[config.mk]
export PLATFORM = sky130hd
export DESIGN_NAME = uart_inst_loader
export DESIGN_NICKNAME = d
export VERILOG_FILES = /design/src/rtl/uart_inst_loader.sv
export SDC_FILE = /design/constraint.sdc
export NUM_CORES = 1
export LEC_CHECK = 0
export ABC_AREA = 1
export ABC_CLOCK_PERIOD_IN_PS = 2400
export CAP_MARGIN = 20
export CELL_PAD_IN_SITES_DETAIL_PLACEMENT = 1
export CELL_PAD_IN_SITES_GLOBAL_PLACEMENT = 2
export CORE_MARGIN = 2
export CORE_UTILIZATION = 35
export CTS_BUF_LIST = sky130_fd_sc_hd__clkbuf_4
export CTS_CLUSTER_DIAMETER = 80
export DETAILED_ROUTE_END_ITERATION = 16
export PLACE_DENSITY_LB_ADDON = 0.08
export SYNTH_ARGS = -nofsm -noshare
export SYNTH_HDL_FRONTEND = slang
export SYNTH_SLANG_ARGS = --single-unit
export TNS_END_PERCENT = 30
[constraint.sdc]
create_clock -name clk -period 2.4 [get_ports clk]
set_input_delay 0.48 -clock clk [delete_from_list [all_inputs] [get_ports clk]]
set_output_delay 0.48 -clock clk [all_outputs]
set_load 0.005 [all_outputs]
[src/rtl/uart_inst_loader.sv]
// Boot loader: receives a program over UART 8N1, packs bytes little-endian into 32-bit words
// and replays each word LSB first on the bit_out/bitRdy pair, sequencing Upload and cpu_reset.
module uart_inst_loader #(
    parameter int CLKS_PER_BIT = 16,
    parameter int RESET_CYCLES = 4,
    parameter int MAX_WORDS    = 1024
) (
    input  logic        clk,
    input  logic        reset,
    input  logic        rx,
    output logic        bit_out,
    output logic        bitRdy,
    output logic        Upload,
    output logic        cpu_reset,
    output logic        busy,
    output logic        frame_err,
    output logic        overrun,
    output logic [10:0] word_count
);
    localparam int CW = $clog2(CLKS_PER_BIT);
    localparam int RW = $clog2(RESET_CYCLES + 1);
    localparam logic [CW-1:0] HALF_LAST  = CW'(CLKS_PER_BIT / 2 - 1);
    localparam logic [CW-1:0] FULL_LAST  = CW'(CLKS_PER_BIT - 1);
    localparam logic [RW-1:0] RST_LAST   = RW'(RESET_CYCLES - 1);
    localparam logic [10:0]   WORD_LIMIT = 11'(MAX_WORDS);
    localparam logic [31:0]   TERMINATOR = 32'hFFFF_FFFF;

    typedef enum logic [1:0] {LOAD_RST, LOAD, FINISH, RUN} seq_state_t;
    typedef enum logic [1:0] {U_IDLE, U_START, U_DATA, U_STOP} rx_state_t;

    seq_state_t  seq_q, seq_d;
    rx_state_t   rx_st_q, rx_st_d;
    logic          rx_meta_q, rx_meta_d, rx_s_q, rx_s_d;
    logic [RW-1:0] rst_cnt_q, rst_cnt_d;
    logic          upload_q, upload_d, cpu_reset_q, cpu_reset_d;
    logic [CW-1:0] baud_cnt_q, baud_cnt_d;
    logic [2:0]    bit_idx_q, bit_idx_d;
    logic [7:0]    rx_byte_q, rx_byte_d;
    logic          byte_valid_q, byte_valid_d;
    logic [1:0]    byte_idx_q, byte_idx_d;
    logic [23:0]   word_lo_q, word_lo_d;
    logic [31:0]   shift_q, shift_d;
    logic [4:0]    shift_cnt_q, shift_cnt_d;
    logic          phase_b_q, phase_b_d, bit_q, bit_d, bit_rdy_q, bit_rdy_d;
    logic          busy_q, busy_d, frame_err_q, frame_err_d, overrun_q, overrun_d;
    logic [10:0]   word_count_q, word_count_d;
    logic          term_seen_q, term_seen_d;
    logic          loading, word_done, term_now;
    logic [31:0]   full_word;

    always_comb begin
        seq_d        = seq_q;
        rx_st_d      = rx_st_q;
        rx_meta_d    = rx;
        rx_s_d       = rx_meta_q;
        rst_cnt_d    = rst_cnt_q;
        upload_d     = upload_q;
        cpu_reset_d  = cpu_reset_q;
        baud_cnt_d   = baud_cnt_q;
        bit_idx_d    = bit_idx_q;
        rx_byte_d    = rx_byte_q;
        byte_valid_d = 1'b0;
        byte_idx_d   = byte_idx_q;
        word_lo_d    = word_lo_q;
        shift_d      = shift_q;
        shift_cnt_d  = shift_cnt_q;
        phase_b_d    = phase_b_q;
        bit_d        = bit_q;
        bit_rdy_d    = bit_rdy_q;
        busy_d       = busy_q;
        frame_err_d  = frame_err_q;
        overrun_d    = overrun_q;
        word_count_d = word_count_q;
        term_seen_d  = term_seen_q;
        loading      = (seq_q == LOAD);
        word_done    = 1'b0;
        full_word    = {rx_byte_q, word_lo_q};

        if (loading && byte_valid_q) begin
            case (byte_idx_q)
                2'd0:    word_lo_d[7:0]   = rx_byte_q;
                2'd1:    word_lo_d[15:8]  = rx_byte_q;
                2'd2:    word_lo_d[23:16] = rx_byte_q;
                default: word_done        = 1'b1;
            endcase
            byte_idx_d = byte_idx_q + 1'b1;
        end
        term_now = word_done && (full_word == TERMINATOR);

        // A bad stop bit drops the byte and realigns the word to the next good byte.
        if (!loading) begin
            rx_st_d = U_IDLE;
        end else begin
            case (rx_st_q)
                U_IDLE: begin
                    if (!rx_s_q) begin
                        rx_st_d    = U_START;
                        baud_cnt_d = '0;
                    end
                end
                U_START: begin
                    if (baud_cnt_q == HALF_LAST) begin
                        baud_cnt_d = '0;
                        bit_idx_d  = '0;
                        rx_st_d    = rx_s_q ? U_IDLE : U_DATA;
                    end else begin
                        baud_cnt_d = baud_cnt_q + 1'b1;
                    end
                end
                U_DATA: begin
                    if (baud_cnt_q == FULL_LAST) begin
                        baud_cnt_d = '0;
                        rx_byte_d  = {rx_s_q, rx_byte_q[7:1]};
                        if (bit_idx_q == 3'd7) rx_st_d = U_STOP;
                        else                   bit_idx_d = bit_idx_q + 1'b1;
                    end else begin
                        baud_cnt_d = baud_cnt_q + 1'b1;
                    end
                end
                default: begin
                    if (baud_cnt_q == FULL_LAST) begin
                        baud_cnt_d = '0;
                        rx_st_d    = U_IDLE;
                        if (rx_s_q) begin
                            byte_valid_d = 1'b1;
                        end else begin
                            frame_err_d = 1'b1;
                            byte_idx_d  = '0;
                        end
                    end else begin
                        baud_cnt_d = baud_cnt_q + 1'b1;
                    end
                end
            endcase
        end

        if (busy_q) begin
            if (!phase_b_q) begin
                bit_rdy_d = 1'b1;
                phase_b_d = 1'b1;
            end else begin
                bit_rdy_d = 1'b0;
                phase_b_d = 1'b0;
                if (shift_cnt_q == 5'd31) begin
                    busy_d       = 1'b0;
                    word_count_d = word_count_q + 1'b1;
                end else begin
                    shift_cnt_d = shift_cnt_q + 1'b1;
                    shift_d     = shift_q >> 1;
                    bit_d       = shift_q[1];
                end
            end
        end

        if (term_now) begin
            term_seen_d = 1'b1;
        end else if (word_done) begin
            if (busy_q) begin
                overrun_d = 1'b1;
            end else begin
                shift_d     = full_word;
                bit_d       = full_word[0];
                busy_d      = 1'b1;
                shift_cnt_d = '0;
                phase_b_d   = 1'b0;
                bit_rdy_d   = 1'b0;
            end
        end

        // Upload drops on the same clock that the end-of-load cpu_reset pulse starts.
        case (seq_q)
            LOAD_RST: begin
                if (rst_cnt_q == RST_LAST) begin
                    seq_d       = LOAD;
                    cpu_reset_d = 1'b0;
                    rst_cnt_d   = '0;
                end else begin
                    rst_cnt_d = rst_cnt_q + 1'b1;
                end
            end
            LOAD: begin
                if (!busy_q && (term_seen_q || term_now || word_count_q >= WORD_LIMIT)) begin
                    seq_d       = FINISH;
                    upload_d    = 1'b0;
                    cpu_reset_d = 1'b1;
                    rst_cnt_d   = '0;
                end
            end
            FINISH: begin
                if (rst_cnt_q == RST_LAST) begin
                    seq_d       = RUN;
                    cpu_reset_d = 1'b0;
                end else begin
                    rst_cnt_d = rst_cnt_q + 1'b1;
                end
            end
            default: seq_d = RUN;
        endcase
    end

    always_ff @(posedge clk) begin
        if (reset) begin
            rx_meta_q    <= 1'b1;
            rx_s_q       <= 1'b1;
            seq_q        <= LOAD_RST;
            rx_st_q      <= U_IDLE;
            rst_cnt_q    <= '0;
            upload_q     <= 1'b1;
            cpu_reset_q  <= 1'b1;
            baud_cnt_q   <= '0;
            bit_idx_q    <= '0;
            rx_byte_q    <= '0;
            byte_valid_q <= 1'b0;
            byte_idx_q   <= '0;
            word_lo_q    <= '0;
            shift_q      <= '0;
            shift_cnt_q  <= '0;
            phase_b_q    <= 1'b0;
            bit_q        <= 1'b0;
            bit_rdy_q    <= 1'b0;
            busy_q       <= 1'b0;
            frame_err_q  <= 1'b0;
            overrun_q    <= 1'b0;
            word_count_q <= '0;
            term_seen_q  <= 1'b0;
        end else begin
            rx_meta_q    <= rx_meta_d;
            rx_s_q       <= rx_s_d;
            seq_q        <= seq_d;
            rx_st_q      <= rx_st_d;
            rst_cnt_q    <= rst_cnt_d;
            upload_q     <= upload_d;
            cpu_reset_q  <= cpu_reset_d;
            baud_cnt_q   <= baud_cnt_d;
            bit_idx_q    <= bit_idx_d;
            rx_byte_q    <= rx_byte_d;
            byte_valid_q <= byte_valid_d;
            byte_idx_q   <= byte_idx_d;
            word_lo_q    <= word_lo_d;
            shift_q      <= shift_d;
            shift_cnt_q  <= shift_cnt_d;
            phase_b_q    <= phase_b_d;
            bit_q        <= bit_d;
            bit_rdy_q    <= bit_rdy_d;
            busy_q       <= busy_d;
            frame_err_q  <= frame_err_d;
            overrun_q    <= overrun_d;
            word_count_q <= word_count_d;
            term_seen_q  <= term_seen_d;
        end
    end

    assign bit_out    = bit_q;
    assign bitRdy     = bit_rdy_q;
    assign Upload     = upload_q;
    assign cpu_reset  = cpu_reset_q;
    assign busy       = busy_q;
    assign frame_err  = frame_err_q;
    assign overrun    = overrun_q;
    assign word_count = word_count_q;
endmodule
* Yosys cells after proc, flatten, opt, wreduce, memory -nomap -nowiden
Index checks and enable logic that the tools add are counted.
Operators by class: add/sub/neg operators 6, magnitude comparators 1, equal/unequal tests 22, muxes and demuxes 67, bitwise logic cells 5, reduce and logical (&&, ||, !) cells 32
Operators with widths (number):
- two-way mux 32 bit | 6
- == test 32 bit, second input constant | 1
- two-way mux 5 bit | 6
- two-way mux 2 bit | 14
- two-way mux 1 bit | 26
- two-way mux 3 bit | 6
- AND reduction 3 bit | 6
- != test 2 bit, second input constant | 8
- two-way mux 4 bit | 3
- case mux 2 bit (3 select lines) | 2
- adder 11 x 1 -> 11 bit, second input constant | 1
- greater-or-equal comparator 11 bit, second input constant | 1
- AND reduction 2 bit | 5
- AND reduction 5 bit | 2
- case mux 3 bit (3 select lines) | 1
- case mux 4 bit (2 select lines) | 1
- adder 3 x 1 -> 3 bit, second input constant | 2
- == test 2 x 1 -> 1 bit, second input constant | 3
- == test 2 bit, second input constant | 3
- zero test 2 bit | 3
- case mux 3 bit (2 select lines) | 1
- nonzero test 3 bit | 2
- OR reduction 3 bit | 2
- OR reduction 6 bit | 1
- other kinds (17) | 27
Storage, ports and cells: register bits 108, input bits 3, output and inout bits 18, word-level logic and storage cells 158

* Depth between registers and ports, before layout
Gate-level depths: netlist (run 1).
depth in word-level cells 10, mapped depth 11, gate-level depth less buffers 11

* Worst setup path after synthesis (run 1)
No wires, ideal clock.
path kind reg-to-reg, start point reg seq_q[1], end point reg cpu_reset_q (netlist: cpu_reset), setup time 0.126 ns, arrival 1.532 ns, required time 2.274 ns, slack 0.742 ns, stages on the path, launching flop included 12, path buffers 0, clock period less this slack 1.658 ns, path through dfxtp_1 -> inv_1 -> ha_1 -> nand2_1 -> nor2_4 -> nand3_1 -> nand3_1 -> nand2_1 -> nand2_2 -> nand3_1 -> nand2_1 -> nand2_1
On the way: longest elaborated chain between the ends 9, elaborated cells on any way between the ends 15, those cells by class eq/ne (4); mux (2); reduce/logical (9)
RTL lines:
- from (decl) | RTL line 31 | seq_state_t seq_q, seq_d;
- from (signal assigned) | RTL line 229 | seq_q <= seq_d;
- == test 2 x 1 -> 1 bit | RTL line 75, 171
- logical AND 1 bit | RTL line 79 | if (loading && byte_valid_q) begin
- two-way mux 1 bit | RTL line 79
- logical AND 1 bit | RTL line 88 | term_now = word_done && (full_word == TERMINATOR);
- logical OR 1 bit (2 in a row) | RTL line 182 | if (!busy_q && (term_seen_q || term_now || word_count_q >= WORD_LIMIT)) begin
- logical AND 1 bit | RTL line 182
- != test 2 x 1 -> 1 bit (no source line)
- AND reduction 3 bit (no source line)
- to (signal assigned) | RTL line 233 | cpu_reset_q <= cpu_reset_d;
- to (decl) | RTL line 35 | logic upload_q, upload_d, cpu_reset_q, cpu_reset_d;
Parallel ways exist; a longest one is shown, timed or not. A chain may end at the register's enable or synchronous reset.

* Final worst setup path (run 1)
start point reg seq_q[1], end point reg bit_q (netlist: bit_out)
On the way: longest elaborated chain between the ends 5, elaborated cells on any way between the ends 6, those cells by class eq/ne (1); mux (3); reduce/logical (2)
RTL lines:
- == test 2 x 1 -> 1 bit (*) | RTL line 75 | loading = (seq_q == LOAD);
- logical AND 1 bit (*) | RTL line 79
- two-way mux 1 bit (*) | RTL line 79
- two-way mux 1 bit / logical AND 1 bit (equally long branches) | RTL line 157, 88
- two-way mux 1 bit (*) | RTL line 155 | if (term_now) begin
- to (signal assigned) | RTL line 243 | bit_q <= bit_d;
- to (decl) | RTL line 44 | logic phase_b_q, phase_b_d, bit_q, bit_d, bit_rdy_q, bit_rdy_d;
Every way passes the cells marked *; elsewhere a longest branch is shown, timed or not.

==> results of run 1 <==
cell type report:
| cell class | count | share of cell area |
|---|---|---|
| multi-input combinational | 521 | 0.454 |
| sequential | 107 | 0.391 |
| timing repair buffer | 40 | 0.0684 |
| tap | 180 | 0.0411 |
| inverter | 47 | 0.0322 |
| clock buffer | 9 | 0.0123 |
| clock inverter | 2 | 0.00160 |
power breakdown:
part | switching [mW] | internal, mW | total (mW)
clock network | 0.577 | 0.182 | 0.759
logic | 0.249 | 0.148 | 0.397
registers | 0.0362 | 1.82 | 1.86
total | 0.862 | 2.15 | 3.01
placed cells by master, fill, tap and decap left out, types with 3 or more instances in the layout:
cell / synthesis / final
a21oi_1: 50 / 50
o211ai_1: 3 / 3
clkbuf_4: 0 / 9
nand4_1: 5 / 5
inv_1: 45 / 45
clkdlybuf4s50_1: 0 / 20
o21ai_0: 18 / 18
ha_1: 23 / 23
dfxtp_1: 107 / 107
xnor2_1: 3 / 3
nand3_1: 74 / 74
nor2_1: 124 / 124
clkinv_1: 2 / 3
buf_4: 1 / 18
nor3_1: 7 / 7
nand2_1: 191 / 191
or2_2: 4 / 4
xor2_1: 3 / 3
worst min-delay path by stage:
stage | from | endpoint | slack (ns)
finish | rx_meta_q$_SDFF_PP1_ | rx_s_q$_SDFF_PP1_ | 0.43
floorplan | rx_meta_q$_SDFF_PP1_ | rx_s_q$_SDFF_PP1_ | 0.39
detailed placement | rx_meta_q$_SDFF_PP1_ | rx_s_q$_SDFF_PP1_ | 0.39
global placement | rx_meta_q$_SDFF_PP1_ | rx_s_q$_SDFF_PP1_ | 0.39
CTS | rx_meta_q$_SDFF_PP1_ | rx_s_q$_SDFF_PP1_ | 0.43
global route | rx_meta_q$_SDFF_PP1_ | rx_s_q$_SDFF_PP1_ | 0.44
state kept, by name (all words and copies together) (netlist names), 2 cells and up:
signal,flops
byte_idx_q,2
rx_st_q,2
rst_cnt_q,3
shift_q,31
shift_cnt_q,5
rx_byte_q,8
baud_cnt_q,4
seq_q,2
bit_idx_q,3
word_count,11
word_lo_q,24
worst register-to-register path: stages, from the launching register on:
cell and delay [ns]:
dfxtp_1 0.37, inv_1 0.11, ha_1 0.28, nand2_1 0.22, nor2_4 0.20, nand3_4 0.27, buf_12 0.28, o211ai_1 0.10
nand2_1 0.08, nor2_1 0.11
cells by family (layout without fill, tap and decap cells):
family | count (synthesis) | count (layout) | share of synthesized area
simple gates | 412 | 412 | 0.346
flops | 107 | 107 | 0.432
compound gates | 80 | 80 | 0.0874
buf+inv | 74 | 98 | 0.0652
fa+ha+maj | 23 | 23 | 0.0581
xor+xnor | 6 | 6 | 0.0106
metal layers:
metal	wire, um	vias to the layer above
met4	190	0
met3	243	10
met5	0	-
li1	-	2289
met2	6450	30
met1	6320	2130
stage by stage:
step                      hold WS (ns)  area [um^2]  utilization  power, mW
after floorplan                  0.389         4950            -       2.19
after global placement           0.394         5410        0.391       2.27
after detailed placement         0.395         5410        0.391       2.30
after CTS                        0.428         5480        0.397       3.07
after global routing             0.437         5480        0.397       3.21
final                            0.428         5480        0.397       3.01
==> flow_metrics.tcl, run 1 <==
set metrics [dict create \
    p_leak_nw 2.26 \
    use_met3 0.0300 \
    grt_overflow_total 0 \
    vdd_drop_max_mv 0.240 \
    critPathCapture "bit_out$_SDFF_PP0_" \
    hpwlAfterDp_um 9440 \
    dpl.cell_count 895 \
    busiest_layer "met2" \
    met2_usage 0.335 \
    core_um2 13800 \
    path_depth 9 \
    synth-edff-count 0 \
    clk_pin_slew_ns 0.15 \
    cts_buffers 9 \
    drive_gt1_frac 0.0565 \
    port_buffers 20 \
    vias 4459 \
    synthDistinctLibCells 33 \
    clock-sinks 107 \
    die_y_um 123 \
    endpoint_kind "register" \
    rsz0062_at_grt "false" \
    grt_max_degree 41 \
    synth.most_common_cell "nand2_1" \
    cts_resized 0 \
    drt_iter0_drc 184 \
    hold_class "reg -> reg" \
    syn_inst 702 \
    clk_latency_ns 0.48 \
    multi_input_area_um2 2490 \
    antenna_left 0 \
    slowest_delay_ns 0.37 \
    slew_violations 0 \
    grt_pass1_wl_um 22300 \
    r2r-end "bit_out$_SDFF_PP0_" \
    setup_violations 0 \
    die_area_um2 15100 \
    path_class "reg -> reg" \
    fill_cells 1783 \
    cp.arrival_ns 2.48 \
    grtUsageTotal 0.189 \
    synthesis.area_um2 4950 \
    timing.fmax_mhz 485 \
    pin_count 21 \
    hold_depth 1 \
    stdcell_count 906 \
    viasPerCell 4.92 \
    hold_viol 0 \
    r2r_slack_ns 0.34 \
    ys_top_cells_by_area "dfxtp_1 43%, nand2_1 14%, nor2_1 9.4%, nand3_1 7.5%, ha_1 5.8%" \
    critPathBufInv 2 \
    crit_path_cell_trace "inv_1 > ha_1 > nand2_1 > nor2_4 > nand3_4 > buf_12 > o211ai_1 > nand2_1 > nor2_1" \
    ys_seq_area_frac 0.432 \
    status "complete, no violations" \
    tns_ns 0 \
    cp_max_fo 32 \
    slew_headroom 0.696 \
    seq_area_um2 2140 \
    drc_errors 0 \
    finalWeightedCongestion 0.784 \
    startpoint_type "register" \
    yosys.area.top_type "dfxtp_1" \
    maxCapViolCount 0 \
    start_util 0.358 \
    pre_cts_ws_ns 0.315 \
    row_count 43 \
    worst_slew_pin_slew_ns 0.456 \
    fin_nets 752 \
    min_period_ns 2.06 \
    antenna_found_initial 0 \
    yosys_warnings 0 \
    finalClockSkew_ns 0.0175 \
    die_x_um 123 \
    synth.net_count 728 \
    synth_seq_cells 107 \
    post_cts.repair.setup_buffers 0 \
    netlist_top_cells_count "191 x nand2_1, 124 x nor2_1, 107 x dfxtp_1" \
    postSynth.topFlopCell "dfxtp_1" \
    clockBufferDepth 2 \
    crit_path_frequent_cell "nand2_1" \
    syn_area_per_cell_um2 7.06 \
    wl_per_cell_um 14.6 \
    ctsHoldBuffers 0 \
    wirelength_um 13200 \
    min_period_over_period 0.858 \
    crit_start "seq_q[1]$_SDFFE_PP0P_" \
    diodes 0 \
    required_ns 2.82 \
    areaGrowthSynthToFinish_pct 10.7 \
    root_buffer "clkbuf_4" \
    yosysTopAreaCellShare 0.432 \
    power_density_nw_per_um2 550 \
    gr-usage-met1 0.232 \
    layout_setup_ws_ns 0.340 \
    critPathSlowestCell "dfxtp_1" \
    timing.rr.start "seq_q[1]$_SDFFE_PP0P_" \
    htreeDepth 3 \
    cts_tree "done" \
    grt_pass1_vias 4607 \
    path_delay_family "simple AND/OR/NAND/NOR gates" \
    reg2reg_depth 9 \
    ys_async_sr_fraction 0 \
    drt_pass1_iterations 4 \
]
Note: power is estimated with default switching activity, not from simulation.
==> inputs of run 2 (changes only) <==
--- a/config.mk
+++ b/config.mk
@@ -11,9 +11,10 @@
 export CELL_PAD_IN_SITES_DETAIL_PLACEMENT = 1
 export CELL_PAD_IN_SITES_GLOBAL_PLACEMENT = 2
 export CORE_MARGIN = 2
-export CORE_UTILIZATION = 35
+export CORE_UTILIZATION = 30
 export CTS_BUF_LIST = sky130_fd_sc_hd__clkbuf_4
 export CTS_CLUSTER_DIAMETER = 80
+export CTS_CLUSTER_SIZE = 30
 export DETAILED_ROUTE_END_ITERATION = 16
 export PLACE_DENSITY_LB_ADDON = 0.08
 export SYNTH_ARGS = -nofsm -noshare
==> flow_metrics.tcl, run 2 (synthesis gave the netlist of run 1 again) <==
set metrics [dict create \
    setup_violations 0 \
    clk_latency_ns 0.48 \
    root_buffer "clkbuf_4" \
    drc_errors 0 \
    pre_cts_ws_ns 0.197 \
    power_mw 3.10 \
    crit_path_frequent_cell "nand2_1" \
    start_util 0.310 \
    grt_overflow_total 0 \
    grt_pass1_wl_um 22300 \
    die_area_um2 17600 \
    placedInstanceArea_um2 5450 \
    die_x_um 132 \
    crit_path_cell_trace "inv_1 > ha_1 > nand2_1 > nor2_4 > nand3_1 > nand3_1 > nand2_1 > nand2_2 > nand3_1 > nand2_1 > nand2_1" \
    htreeDepth 3 \
    vdd_drop_max_mv 0.190 \
    final_area_um2 5570 \
    stdcell_count 948 \
    min_period_over_period 0.877 \
    ctsHoldBuffers 0 \
    slowest_delay_ns 0.37 \
    row_count 46 \
    clk_pin_slew_ns 0.17 \
    viasPerCell 4.67 \
    die_y_um 132 \
    status "complete, no violations" \
    antenna_left 0 \
    grtUsageTotal 0.155 \
    timing.fmax_mhz 475 \
    drive_gt1_frac 0.0658 \
    drt_iter0_drc 174 \
    tns_ns 0 \
    p_leak_nw 2.28 \
    clock_power_share 0.273 \
    required_ns 2.78 \
    cts_tree "done" \
    clock-sinks 107 \
    min_period_ns 2.10 \
    wirelength_um 13000 \
    port_buffers 20 \
    slew_headroom 0.678 \
    comb_power_share 0.128 \
    layout_common_cells "191 x nand2_1, 124 x nor2_1, 107 x dfxtp_1" \
    core_um2 16000 \
    top_register "shift_q" \
    areaGrowthSynthToFinish_pct 12.4 \
    layout_setup_ws_ns 0.295 \
    critPathSlowestCell "dfxtp_1" \
    fin_hold_ws_ns 0.432 \
    dpl.cell_count 930 \
    drt_pass1_iterations 4 \
    clockBufferDepth 2 \
    p_sw_mw 0.901 \
    hold_viol 0 \
    finalWeightedCongestion 0.781 \
    endpoint_kind "register" \
    rsz0062_at_grt "false" \
    final_common_cell "nand2_1" \
    fin_nets 751 \
    path_class "reg -> reg" \
    antenna_found_initial 1 \
    cp.arrival_ns 2.48 \
    pin_count 21 \
    power_density_nw_per_um2 558 \
    largest_reg_flops 31 \
    maxCapViolCount 0 \
    vias 4425 \
    hpwlAfterDp_um 9320 \
    cts_buffers 9 \
    startpoint_type "register" \
    worst_slew_pin_slew_ns 0.483 \
    wl_per_cell_um 13.7 \
    switching_share 0.290 \
    hold_class "reg -> reg" \
    fin_util 0.348 \
    slew_violations 0 \
    internal_power_mw 2.20 \
    grt_max_degree 35 \
    finalClockSkew_ns 0.0183 \
    grt_pass1_vias 4519 \
    p_seq_frac 0.599 \
    cp_max_fo 10 \
]
## run 2: worst max-delay path: cells and delay by family (launching register included)
family        cells  cell delay, ns
fa+ha+maj         1            0.29
flops             1            0.37
buf+inv           1            0.11
simple gates      9            1.22
## run 2: worst paths after layout
check	slack, ns	depth (start not counted)	from	end
max	0.30	11	seq_q[1]$_SDFFE_PP0P_	cpu_reset$_SDFFE_PP1P_
min	0.43	1	rx_meta_q$_SDFF_PP1_	rx_s_q$_SDFF_PP1_
max reg2reg	0.30	11	seq_q[1]$_SDFFE_PP0P_	cpu_reset$_SDFFE_PP1P_
min reg2reg	0.43	1	rx_meta_q$_SDFF_PP1_	rx_s_q$_SDFF_PP1_
## run 2: area by class of cell
cell class	count	area, um^2
clock buffer	11	82.6
clock inverter	5	30.0
tap	216	270
fill	2035	10400
inverter	47	180
antenna	2	5.00
multi-input combinational	521	2490
timing repair buffer	39	368
sequential	107	2140
## run 2: repair_timing
item / in CTS / in global routing
buffers inserted: 0 / 0
endpoints found under the setup margin: 0 / 23
resized for setup: 0 / 1
## run 2: power by group through the flow
| stage | Sequential (mW) | Clock [mW] | Combinational (mW) |
|---|---|---|---|
| 2_1_floorplan | 1.89 | 0 | 0.303 |
| 3_3_place_gp | 1.89 | 0 | 0.388 |
| 3_5_place_dp | 1.90 | 0 | 0.406 |
| 4_1_cts | 1.86 | 0.904 | 0.407 |
| 5_1_grt | 1.87 | 0.971 | 0.475 |
| 6_report | 1.86 | 0.848 | 0.397 |
## run 2: per-layer routing
metal | vias up | track usage | wire length, um
li1 | 2298 | - | -
met1 | 2089 | 0.206 | 6530
met2 | 26 | 0.262 | 6070
met3 | 12 | 0.0211 | 177
met4 | 0 | 0.0502 | 187
met5 | - | 0 | 0
==> inputs of run 3 (changes only) <==
--- a/config.mk
+++ b/config.mk
@@ -10,7 +10,7 @@
 export CAP_MARGIN = 20
 export CELL_PAD_IN_SITES_DETAIL_PLACEMENT = 1
 export CELL_PAD_IN_SITES_GLOBAL_PLACEMENT = 2
-export CORE_MARGIN = 2
+export CORE_MARGIN = 3
 export CORE_UTILIZATION = 30
 export CTS_BUF_LIST = sky130_fd_sc_hd__clkbuf_4
 export CTS_CLUSTER_DIAMETER = 80
==> flow_metrics.tcl, run 3 (synthesis gave the netlist of run 1 again) <==
set metrics [dict create \
    largest_reg_flops 31 \
    fin_nets 752 \
    cts_tree "done" \
    slowest_delay_ns 0.40 \
    clk_pin_slew_ns 0.15 \
    cp_max_fo 11 \
    worst_slew_pin_slew_ns 0.468 \
    post_cts.repair.setup_buffers 0 \
    vias 4463 \
    final_common_cell "nand2_1" \
    critPathBufInv 2 \
    pin_count 21 \
    power_density_nw_per_um2 580 \
    clk_latency_ns 0.47 \
    required_ns 2.80 \
    drive_gt1_frac 0.0591 \
    use_met3 0.0257 \
    r2r_slack_ns 0.39 \
    pre_cts_ws_ns 0.370 \
    drt_iter0_drc 153 \
    tns_ns 0 \
    wirelength_um 13500 \
    die_x_um 134 \
    areaGrowthSynthToFinish_pct 12.9 \
    wl_per_cell_um 14.2 \
    row_count 46 \
    slew_violations 0 \
    grt_max_degree 41 \
    hold_viol 0 \
    critPathCapture "word_lo_q[9]$_SDFFE_PP0P_" \
    slew_headroom 0.688 \
    root_buffer "clkbuf_4" \
    timing.fmax_mhz 498 \
    top_register "shift_q" \
    layout_setup_ws_ns 0.393 \
    path_delay_family "simple AND/OR/NAND/NOR gates" \
    htreeDepth 3 \
    crit_path_cell_trace "inv_1 > ha_1 > nand2_1 > clkinv_1 > nand2_1 > nand2_1 > a21oi_1" \
    min_period_ns 2.01 \
    start_util 0.310 \
    power_mw 3.24 \
    die_area_um2 18100 \
    busiest_layer "met2" \
    antenna_left 0 \
    path_class "reg -> reg" \
    min_period_over_period 0.836 \
    crit_start "seq_q[1]$_SDFFE_PP0P_" \
    status "complete, no violations" \
    ctsHoldBuffers 0 \
    vdd_drop_max_mv 0.202 \
    core_um2 16000 \
    drc_errors 0 \
    startpoint_type "register" \
    crit_path_frequent_cell "nand2_1" \
    antenna_found_initial 1 \
    gr-usage-met1 0.199 \
    rsz0062_at_grt "false" \
    p_leak_nw 2.29 \
    endpoint_kind "register" \
    cts_buffers 9 \
    clockBufferDepth 2 \
    die_y_um 134 \
    clock-sinks 107 \
    cts_resized 0 \
    hold_class "reg -> reg" \
    layout_common_cells "191 x nand2_1, 124 x nor2_1, 107 x dfxtp_1" \
    fin_hold_ws_ns 0.429 \
    grt_pass1_vias 4662 \
    finalClockSkew_ns 0.0265 \
    hpwlAfterDp_um 9680 \
    setup_violations 0 \
    reg2reg_depth 7 \
    timing.rr.start "seq_q[1]$_SDFFE_PP0P_" \
    grt_pass1_wl_um 23000 \
    met2_usage 0.272 \
    port_buffers 20 \
    viasPerCell 4.72 \
    path_depth 7 \
    finalWeightedCongestion 0.746 \
    grt_overflow_total 0 \
    r2r-end "word_lo_q[9]$_SDFFE_PP0P_" \
    grtUsageTotal 0.157 \
    maxCapViolCount 0 \
    drt_pass1_iterations 4 \
    cp.arrival_ns 2.41 \
    critPathSlowestCell "dfxtp_1" \
]
==> run 3: changes by cell type in the layout (fill, tap and decap cells not counted) <==
cell and delta:
clkinv_1 +3, clkinvlp_4 -3, bufinv_16 +2, clkbuf_4 -2
clkinv_2 -2, buf_4 +1, diode_2 -1, inv_2 -1
==> run 3: power breakdown <==
group | total [mW] | switching (mW) | leakage, nW | internal (mW)
clock network | 0.989 | 0.587 | 0.0752 | 0.402
registers | 1.86 | 0.0340 | 0.863 | 1.82
logic | 0.395 | 0.245 | 1.35 | 0.150
==> run 3: metal layers <==
metal	vias to the layer above	part of all wire
met2	36	0.50
met5	-	0
met4	0	0.014
met1	2127	0.47
li1	2288	-
met3	12	0.016
==> run 3: stage by stage <==
stage          utilization  instance area [um^2]  instances
3_5_place_dp         0.341                  5450        931
2_1_floorplan            -                  4950        702
3_3_place_gp         0.341                  5450        931
5_1_grt              0.349                  5590        945
6_report             0.349                  5590        945
4_1_cts              0.349                  5590        944
==> run 3: worst register-to-register path, stage by stage (launching register included) <==
cell and delay, ns:
dfxtp_1 0.40, inv_1 0.10, ha_1 0.27, nand2_1 0.25, clkinv_1 0.36, nand2_1 0.35, nand2_1 0.09, a21oi_1 0.15
==> run 3: area by class of cell <==
cell class,count,area [um^2]
diodes,1,2.50
clock buffers,9,67.6
clock inverters,4,68.8
fillers,2079,10400
inverters,47,176
multi-input cells,521,2490
flip-flops and latches,107,2140
well taps,216,270
repair buffers,40,375
==> run 3: how the worst min path moves through the flow <==
stage / start / end / slack (ns) / cells past startpoint
detailed placement: rx_meta_q$_SDFF_PP1_ / rx_s_q$_SDFF_PP1_ / 0.40 / 1
finish: rx_meta_q$_SDFF_PP1_ / rx_s_q$_SDFF_PP1_ / 0.43 / 1
global placement: rx_meta_q$_SDFF_PP1_ / rx_s_q$_SDFF_PP1_ / 0.39 / 1
global route: rx_meta_q$_SDFF_PP1_ / rx_s_q$_SDFF_PP1_ / 0.44 / 1
floorplan: rx_meta_q$_SDFF_PP1_ / rx_s_q$_SDFF_PP1_ / 0.39 / 1
CTS: rx_meta_q$_SDFF_PP1_ / rx_s_q$_SDFF_PP1_ / 0.43 / 1
